**src/rtl/draw_sequencer.sv**
```systemverilog
// Purpose: clears the screen pixel by pixel, then hands pixel output to a reuleaux draw engine.
// Latency: first clear pixel one cycle after start is seen in IDLE; SCREEN_W*SCREEN_H clear cycles precede DRAW.
// Backpressure: none; plots every CLEAR cycle unconditionally, DRAW is paced by the engine's eng_done.
//
// Ports:
//   clk, rst_n                      clock and synchronous active-low reset
//   start, colour, centre_x/y,
//   diameter                        request level and shape parameters (latched on IDLE->CLEAR)
//   done                            high only in DONE
//   eng_start, eng_colour,
//   eng_centre_x/y, eng_diameter    start and latched parameters to the draw engine
//   eng_done, eng_vga_*             engine completion and engine pixel stream
//   vga_x, vga_y, vga_colour,
//   vga_plot                        pixel write port to the VGA adapter
module draw_sequencer #(
    parameter int         SCREEN_W     = 160,
    parameter int         SCREEN_H     = 120,
    parameter logic [2:0] CLEAR_COLOUR = 3'b000
) (
    input  logic       clk,
    input  logic       rst_n,
    input  logic       start,
    input  logic [2:0] colour,
    input  logic [7:0] centre_x,
    input  logic [6:0] centre_y,
    input  logic [7:0] diameter,
    output logic       done,
    output logic       eng_start,
    output logic [2:0] eng_colour,
    output logic [7:0] eng_centre_x,
    output logic [6:0] eng_centre_y,
    output logic [7:0] eng_diameter,
    input  logic       eng_done,
    input  logic [7:0] eng_vga_x,
    input  logic [6:0] eng_vga_y,
    input  logic [2:0] eng_vga_colour,
    input  logic       eng_vga_plot,
    output logic [7:0] vga_x,
    output logic [6:0] vga_y,
    output logic [2:0] vga_colour,
    output logic       vga_plot
);

    localparam logic [1:0] S_IDLE  = 2'd0;
    localparam logic [1:0] S_CLEAR = 2'd1;
    localparam logic [1:0] S_DRAW  = 2'd2;
    localparam logic [1:0] S_DONE  = 2'd3;

    localparam logic [7:0] X_LAST = 8'(SCREEN_W - 1);
    localparam logic [6:0] Y_LAST = 7'(SCREEN_H - 1);

    logic [1:0] state;
    logic [7:0] x_cnt;
    logic [6:0] y_cnt;

    always_ff @(posedge clk) begin
        if (!rst_n) begin
            state        <= S_IDLE;
            x_cnt        <= 8'd0;
            y_cnt        <= 7'd0;
            eng_colour   <= 3'd0;
            eng_centre_x <= 8'd0;
            eng_centre_y <= 7'd0;
            eng_diameter <= 8'd0;
        end else begin
            case (state)
                S_IDLE: begin
                    if (start) begin
                        eng_colour   <= colour;
                        eng_centre_x <= centre_x;
                        eng_centre_y <= centre_y;
                        eng_diameter <= diameter;
                        x_cnt        <= 8'd0;
                        y_cnt        <= 7'd0;
                        state        <= S_CLEAR;
                    end
                end
                S_CLEAR: begin
                    // Column-major walk: y runs fastest, x advances on each column wrap.
                    // Counters return to 0 after the last pixel rather than overrunning.
                    if (y_cnt == Y_LAST) begin
                        y_cnt <= 7'd0;
                        if (x_cnt == X_LAST) begin
                            x_cnt <= 8'd0;
                            state <= S_DRAW;
                        end else begin
                            x_cnt <= x_cnt + 8'd1;
                        end
                    end else begin
                        y_cnt <= y_cnt + 7'd1;
                    end
                end
                S_DRAW: begin
                    if (eng_done) begin
                        state <= S_DONE;
                    end
                end
                S_DONE: begin
                    // Leaving DONE needs start low, so a held start cannot re-trigger.
                    if (!start) begin
                        state <= S_IDLE;
                    end
                end
                default: state <= S_IDLE;
            endcase
        end
    end

    // Outputs are decoded from state; while rst_n is low they are forced quiet
    // so nothing is plotted in the cycle before reset takes effect.
    always_comb begin
        done       = 1'b0;
        eng_start  = 1'b0;
        vga_x      = 8'd0;
        vga_y      = 7'd0;
        vga_colour = 3'd0;
        vga_plot   = 1'b0;
        if (rst_n) begin
            case (state)
                S_CLEAR: begin
                    vga_x      = x_cnt;
                    vga_y      = y_cnt;
                    vga_colour = CLEAR_COLOUR;
                    vga_plot   = 1'b1;
                end
                S_DRAW: begin
                    eng_start  = 1'b1;
                    vga_x      = eng_vga_x;
                    vga_y      = eng_vga_y;
                    vga_colour = eng_vga_colour;
                    vga_plot   = eng_vga_plot;
                end
                S_DONE: begin
                    done = 1'b1;
                end
                default: begin
                    done = 1'b0;
                end
            endcase
        end
    end

endmodule

```
**config.mk**
```make
export PLATFORM = sky130hd
export DESIGN_NAME = draw_sequencer
export DESIGN_NICKNAME = d
export VERILOG_FILES = /design/src/rtl/draw_sequencer.sv
export SDC_FILE = /design/constraint.sdc
export NUM_CORES = 1
export LEC_CHECK = 0
export CAP_MARGIN = 20
export CELL_PAD_IN_SITES_DETAIL_PLACEMENT = 0
export CELL_PAD_IN_SITES_GLOBAL_PLACEMENT = 2
export CORE_ASPECT_RATIO = 0.75
export CORE_MARGIN = 2
export CORE_UTILIZATION = 24
export DETAILED_ROUTE_END_ITERATION = 16
export MAX_ROUTING_LAYER = met4
export PLACE_DENSITY = 0.86
export SYNTH_ARGS = -nofsm -noshare
export SYNTH_HDL_FRONTEND = slang
export SYNTH_SLANG_ARGS = --single-unit
```
**constraint.sdc**
```tcl
create_clock -name clk -period 3.6 [get_ports clk]
set_clock_uncertainty 0.15 [all_clocks]
set_input_delay 0.72 -clock clk [delete_from_list [all_inputs] [get_ports clk]]
set_output_delay 0.72 -clock clk [all_outputs]
set_load 0.1 [all_outputs]
```
==> key figures, run 1 <==
Outcome
  • Result of the run: complete, no violations

Synthesis
  • Area share of the largest cell type after synthesis: 0.398
  • Area fraction in compound gates after synthesis: 0.201
  • Synth area leaders: dfxtp_1 (40%), nand2_1 (11%), a21oi_1 (7.2%), a22oi_1 (5.9%), nor2_1 (4.9%)
  • Post-synth EDFFs: 0
  • Synth Area in XOR/XNOR: 0.0202
  • Adder-cell share of the synthesized area: 0.0405
  • #FFs+latches synth: 43
  • FFs w/ async S/R, synth: 0
  • Post-synth top cells: nand2_1 (63), dfxtp_1 (43), a21oi_1 (31)
  • Most used flip-flop cell after synthesis: dfxtp_1
  • Syn Inst Count: 280
  • Synth area leader: dfxtp_1
  • Sequential fraction of the synthesis area: 0.398
  • Most common cell in the netlist: nand2_1
  • Ys Warns: 0
  • Main combinational cell family by area after synthesis: simple AND/OR/NAND/NOR gates
  • Post-synthesis simple-gate area fraction: 0.278
  • Yosys cell types: 42
  • Synthesized net count: 336
  • Mux cell area share after synthesis: 0.0197
  • Mapped cell area: 2160 um2
  • Syn_area_per_cell: 7.73 um2

Placed design
  • PortBufs: 95
  • Pre-CTS setup slack: 0.518 ns
  • Placer Congestion: 0.836
  • DP Wirelength: 4920 um

Floorplanning
  • Initial core utilization: 0.252
  • Num ports: 96
  • Rows: 29
  • Chip height: 86.2 um
  • Die W: 114 um
  • Core area: 8600 um2
  • Die area: 9800 um2

Timing
  • Slew HR: 0.337
  • Fin. Hold Viols: 0
  • Fin crit period: 3.05 ns
  • Final setup vio count: 0
  • Final worst path period share: 0.847
  • RSZ-0062 raised after global routing: no
  • Worst Max-Slew Pin Slew: 0.992 ns
  • Achievable Freq: 328 MHz
  • Final worst setup slack: 0.551 ns
  • Setup TNS Final: 0 ns
  • Max-slew violations: 0

Cells and area
  • Fillers: 873
  • Layout cells sized above 1: 0.117
  • # nets final: 423
  • Antenna diodes: 0
  • Area delta synth->final: 65.5%

Detailed routing
  • Antenna viol nets, final: 0
  • Vias per inst: 4.73
  • Routed wire per std cell: 14.2 um
  • Via count: 2251
  • DRC violation total after the first TritonRoute iteration: 83
  • Remaining DRCs: 0
  • Drt pass-1 iters: 6
  • Detailed Route WL: 6740 um

CTS
  • CTS Sinks: 43
  • Max Buffers Root-to-Sink: 2
  • CTS Root Cell: clkbuf_16
  • Setup Buffers After CTS: 0
  • Clk Latency, worst-skew pair: 0.28 ns
  • Post-cts resize count: 0
  • Clk slew on worst S/H paths: 0.06 ns
  • CTS tree: yes
  • Post-cts hold buffer count: 0
  • H-tree lvl count: 2
  • CTS buffer count: 5

Worst setup path
  • R2r setup slk: 0.85 ns
  • Crit end category: primary output
  • Critical path data arrival time: 2.18 ns
  • Critical path fanouts, max: 24
  • Setup crit start: state[1]$_SDFFE_PN0P_
  • Required @ worst endpoint: 2.73 ns
  • Reg2reg path depth: 7
  • Worst reg2reg startpoint: state[1]$_SDFFE_PN0P_
  • RR Endpoint: x_cnt[5]$_SDFFE_PN0P_
  • Critical path endpoint: vga_y[2]
  • CP startpoint kind: flip-flop
  • Critical path class: flip-flop to primary output

Power
  • Power per cell area: 671 nW/um2
  • Leak pwr: 1.30 nW
  • Peak supply drop: 0.232 mV
  • Clock share of power: 0.221
  • Switching share of total power: 0.474
  • Logic gate share of total power: 0.535
  • Switching power: 0.00114 W
  • Sequential power share: 0.244
  • Int Pwr: 0.00126 W

Global route
  • Largest net degree at the start of global routing: 33
  • Number of global-route vias before repair: 2161
  • First-pass GRT wire length: 10900 um
  • GRT Total Usage: 0.142
  • Initial antenna violation count: 0
  • Grt total ovfl: 0

Flow run
  • Max-cap violations: 0

Hold path
  • HP Class: flip-flop to flip-flop
[state kept, by name, summed over array words and instances, names as in the netlist]
signal and cells:
eng_centre_x 8, eng_diameter 8, x_cnt 8, eng_centre_y 7, y_cnt 7, eng_colour 3
state 2
[area by class of cell]
type / count / area [um2] / share of cell area
Sequential cell: 43 / 861 / 0.240
Timing Repair Buffer: 99 / 1190 / 0.331
Inverter: 4 / 15.0 / 0.00419
Tap cell: 108 / 135 / 0.0377
Clock buffer: 6 / 139 / 0.0388
Clock inverter: 2 / 35.0 / 0.00979
Multi-Input combinational cell: 214 / 1210 / 0.338
[placed cells by master (no fill, tap or decap), drive strengths merged, types with 6 or more instances in the layout]
cell type / n
nand3: 8
ha: 7
clkdlybuf4s50: 72
a22oi: 17
nand4: 6
nand2: 63
buf: 27
clkbuf: 6
dfxtp: 43
nor2: 28
a21oi: 31
[power groups by stage]
stage | clock (W) | sequential (W) | combinational, W
final | 0.000530 | 0.000587 | 0.00128
after CTS | 0.000549 | 0.000588 | 0.00130
after global routing | 0.000571 | 0.000597 | 0.00138
after floorplan | 0 | 0.000930 | 0.000592
after detailed placement | 0 | 0.000598 | 0.00129
after global placement | 0 | 0.000594 | 0.00129
[routing by layer]
layer | track usage | part of all wire | vias to the layer above
met1 | 0.201 | 0.51 | 1020
met3 | 0.0280 | 0.058 | 2
met2 | 0.212 | 0.43 | 83
met4 | 0.0288 | 0.0033 | 0
li1 | - | - | 1146
met5 | - | 0 | -
[how the worst min path moves through the flow]
stage | slack (ns) | from | cells after the start | to
floorplan | 0.32 | x_cnt[7]$_SDFFE_PN0P_ | 2 | x_cnt[7]$_SDFFE_PN0P_
global route | 0.33 | eng_centre_x[7]$_SDFFE_PN0P_ | 2 | eng_centre_x[7]$_SDFFE_PN0P_
detailed placement | 0.30 | eng_centre_x[5]$_SDFFE_PN0P_ | 2 | eng_centre_x[5]$_SDFFE_PN0P_
finish | 0.30 | eng_centre_x[5]$_SDFFE_PN0P_ | 2 | eng_centre_x[5]$_SDFFE_PN0P_
CTS | 0.30 | eng_centre_x[5]$_SDFFE_PN0P_ | 2 | eng_centre_x[5]$_SDFFE_PN0P_
global placement | 0.29 | eng_colour[1]$_SDFFE_PN0P_ | 2 | eng_colour[1]$_SDFFE_PN0P_
[worst max-delay path: stages, from the launching register on]
cell and delay [ns]:
dfxtp_1 0.35, inv_1 0.11, ha_1 0.74, a22oi_1 0.22, nor2_1 0.26, buf_12 0.21
[cells by family (layout without fill, tap and decap cells)]
family | count (synthesis) | in the layout
AOI/OAI and AO/OA | 66 | 66
DFF | 43 | 43
muxes | 4 | 4
buffers and inverters | 23 | 111
xor gates and xnor gates | 5 | 5
adders and majority gates | 7 | 7
and+or+nand+nor | 132 | 132
[stage by stage]
stage	cells	power, W	utilization	hold WS, ns	cell area (um2)
global placement	468	0.00188	0.396	0.291	3410
floorplan	280	0.00152	-	0.319	2160
CTS	476	0.00243	0.416	0.305	3580
global route	476	0.00255	0.416	0.328	3580
detailed placement	468	0.00189	0.396	0.296	3410
finish	476	0.00240	0.416	0.303	3580
Note: power is estimated with default switching activity, not from simulation.
==> run 2, diff against run 1 <==
--- a/config.mk
+++ b/config.mk
@@ -10,10 +10,10 @@
 export CELL_PAD_IN_SITES_GLOBAL_PLACEMENT = 2
 export CORE_ASPECT_RATIO = 0.75
 export CORE_MARGIN = 2
-export CORE_UTILIZATION = 24
+export CORE_UTILIZATION = 20
 export DETAILED_ROUTE_END_ITERATION = 16
 export MAX_ROUTING_LAYER = met4
-export PLACE_DENSITY = 0.86
+export PLACE_DENSITY = 0.77
 export SYNTH_ARGS = -nofsm -noshare
 export SYNTH_HDL_FRONTEND = slang
 export SYNTH_SLANG_ARGS = --single-unit
==> constraint.sdc (replaced) <==
create_clock -name clk -period 2.8 [get_ports clk]
set_clock_uncertainty 0.15 [all_clocks]
set_input_delay 0.56 -clock clk [delete_from_list [all_inputs] [get_ports clk]]
set_output_delay 0.56 -clock clk [all_outputs]
set_load 0.1 [all_outputs]
==> run 2 against run 1 <==
Die area rose by 19%. Wire length increased by 4.2%. Final cell count increased by 6.5%. Combinational power increased by 34%.
==> key figures, run 2 (same netlist as run 1, synthesis figures left out) <==
Worst setup path
  • Crit end category: primary output (unchanged)
  • Setup crit start: state[1]$_SDFFE_PN0P_ (unchanged)
  • Reg2reg path depth: 7 (unchanged)
  • Critical path data arrival time: 1.84 ns (was 2.18 ns)
  • R2r setup slk: 0.50 ns (was 0.85 ns)
  • CP startpoint kind: flip-flop (unchanged)
  • Required @ worst endpoint: 2.09 ns (was 2.73 ns)
  • Critical path class: flip-flop to primary output (unchanged)
  • Worst reg2reg startpoint: state[1]$_SDFFE_PN0P_ (unchanged)
  • Critical path fanouts, max: 12 (was 24)

Power
  • Switching share of total power: 0.488 (was 0.474)
  • Clock share of power: 0.184 (was 0.221)
  • Leak pwr: 1.35 nW (was 1.30 nW)
  • Int Pwr: 0.00155 W (was 0.00126 W)
  • Logic gate share of total power: 0.567 (was 0.535)
  • Switching power: 0.00148 W (was 0.00114 W)
  • Power per cell area: 851 nW/um2 (was 671 nW/um2)
  • Peak supply drop: 0.239 mV (was 0.232 mV)
  • Sequential power share: 0.249 (was 0.244)

Cells and area
  • Registers with the most flip-flops: eng_centre_x (8), eng_diameter (8), x_cnt (8) (unchanged)
  • Post-route cell area: 3570 um2 (was 3580 um2)
  • Footprint of the multi-input gates: 1210 um2 (about the same)
  • Fillers: 1125 (was 873)
  • FF/Latch Area: 861 um2 (unchanged)
  • # nets final: 426 (was 423)
  • Area delta synth->final: 65.1% (was 65.5%)
  • Antenna diodes: 0 (unchanged)
  • Commonest non-fill, non-tap cell in the layout: nand2_1 (was clkdlybuf4s50_1)
  • Most frequent cells in the layout: nand2_1 (62), clkdlybuf4s50_1 (48), dfxtp_1 (43), a21oi_1 (31), buf_4 (31) (was clkdlybuf4s50_1 (72), nand2_1 (63), dfxtp_1 (43), a21oi_1 (31), nor2_1 (28))
  • Layout cells sized above 1: 0.189 (was 0.117)

Global route
  • M3 GR Usage: 0.0340 (was 0.0280)
  • Largest net degree at the start of global routing: 33 (unchanged)
  • Global routing usage on met2: 0.171 (was 0.212)
  • Grt total ovfl: 0 (unchanged)
  • Initial antenna violation count: 0 (unchanged)
  • Global routing's busiest layer: met1 (was met2)
  • First-pass GRT wire length: 11000 um (was 10900 um)
  • Number of global-route vias before repair: 2102 (was 2161)
  • GRT Total Usage: 0.125 (was 0.142)
  • Met1 usage: 0.181 (was 0.201)

Timing
  • Setup TNS Final: 0 ns (unchanged)
  • Final setup vio count: 0 (unchanged)
  • Achievable Freq: 393 MHz
  • Fin crit period: 2.55 ns
  • Final worst path period share: 0.909
  • Slew HR: 0.711 (was 0.337)
  • RSZ-0062 raised after global routing: no (unchanged)
  • Worst Max-Slew Pin Slew: 0.434 ns (was 0.992 ns)
  • Max-slew violations: 0 (unchanged)
  • Fin. Hold Viols: 0 (unchanged)

CTS
  • H-tree lvl count: 2 (unchanged)
  • CTS Root Cell: clkbuf_16 (unchanged)
  • CTS tree: yes (unchanged)
  • Setup Buffers After CTS: 0 (unchanged)
  • Post-cts resize count: 0 (unchanged)
  • Clk slew on worst S/H paths: 0.06 ns (about the same)
  • Post-cts hold buffer count: 0 (unchanged)
  • CTS Sinks: 43 (unchanged)
  • Clk Latency, worst-skew pair: 0.28 ns (about the same)
  • CTS buffer count: 5 (unchanged)
  • Max Buffers Root-to-Sink: 2 (unchanged)

Outcome
  • Result of the run: complete, no violations (unchanged)

Placed design
  • PortBufs: 95 (unchanged)
  • Placer Congestion: 0.800 (was 0.836)
  • Placed Area: 3430 um2 (was 3410 um2)
  • DP Wirelength: 5060 um (was 4920 um)

Detailed routing
  • Detailed Route WL: 7030 um (was 6740 um)
  • Drt pass-1 iters: 5 (was 6)
  • DRC violation total after the first TritonRoute iteration: 102 (was 83)
  • Via count: 2273 (was 2251)
  • Antenna viol nets, final: 0 (unchanged)
  • Vias per inst: 4.48 (was 4.73)
  • Remaining DRCs: 0 (unchanged)
  • Routed wire per std cell: 13.9 um (was 14.2 um)

Hold path
  • Worst Hold Launch: eng_diameter[2]$_SDFFE_PN0P_ (was eng_centre_x[5]$_SDFFE_PN0P_)
  • HP Class: flip-flop to flip-flop (unchanged)
  • Hold depth: 2 (unchanged)

Floorplanning
  • Num ports: 96 (unchanged)
  • Die area: 11700 um2 (was 9800 um2)
  • Initial core utilization: 0.208 (was 0.252)
  • Core area: 10400 um2 (was 8600 um2)
  • Die W: 124 um (was 114 um)
  • Chip height: 94.1 um (was 86.2 um)
  • Rows: 32 (was 29)

Flow run
  • Max-cap violations: 0 (unchanged)
## run 2: cell count changes in the layout (fill, tap and decap cells not counted)
cell             change
clkbuf_1             +2
buf_4               +25
ha_2                 +1
bufinv_16            -1
nand2_1              -1
ha_1                 -1
buf_12               +2
clkdlybuf4s50_1     -24
nand2_2              +1
clkbuf_8             -1
## run 2: worst paths after layout
check,end
max reg2reg,x_cnt[5]$_SDFFE_PN0P_
max,vga_y[6]
min reg2reg,eng_diameter[2]$_SDFFE_PN0P_
min,eng_diameter[2]$_SDFFE_PN0P_
## run 2: per-stage QoR
stage	setup WS [ns]	hold WS, ns	power, W	utilization	instances
after CTS	0.0397	0.307	0.00308	0.343	507
after detailed placement	0.263	0.298	0.00249	0.329	499
after global placement	0.273	0.293	0.00249	0.329	499
final	0.255	0.304	0.00304	0.343	507
after floorplan	-0.369	0.319	0.00196	-	280
after global routing	0.107	0.323	0.00324	0.343	507
## run 2: worst max-delay path, stage by stage, from the launching register on
cell	delay [ns]
dfxtp_1	0.42
inv_1	0.11
ha_1	0.33
nand2_2	0.12
buf_12	0.17
nor2_1	0.20
buf_12	0.21
## run 2: power by group through the flow
stage / Combinational (W) / Clock, W / Sequential [W]
3_3_place_gp: 0.00172 / 0 / 0.000765
5_1_grt: 0.00185 / 0.000618 / 0.000767
2_1_floorplan: 0.000761 / 0 / 0.00120
3_5_place_dp: 0.00173 / 0 / 0.000769
6_report: 0.00172 / 0.000560 / 0.000756
4_1_cts: 0.00173 / 0.000592 / 0.000756
## run 2: layer usage
layer	wire, um	share of wire	vias up
met3	450	0.064	8
met5	0	0	-
met2	2860	0.41	62
li1	-	-	1157
met4	51	0.0073	0
met1	3660	0.52	1046
## run 2: area by class of cell
class	instances	share of cell area
multi-input cells	214	0.340
inverters	4	0.00420
flip-flops and latches	43	0.241
clock inverters	1	0.00140
repair buffers	102	0.329
clock buffers	7	0.0371
well taps	136	0.0477
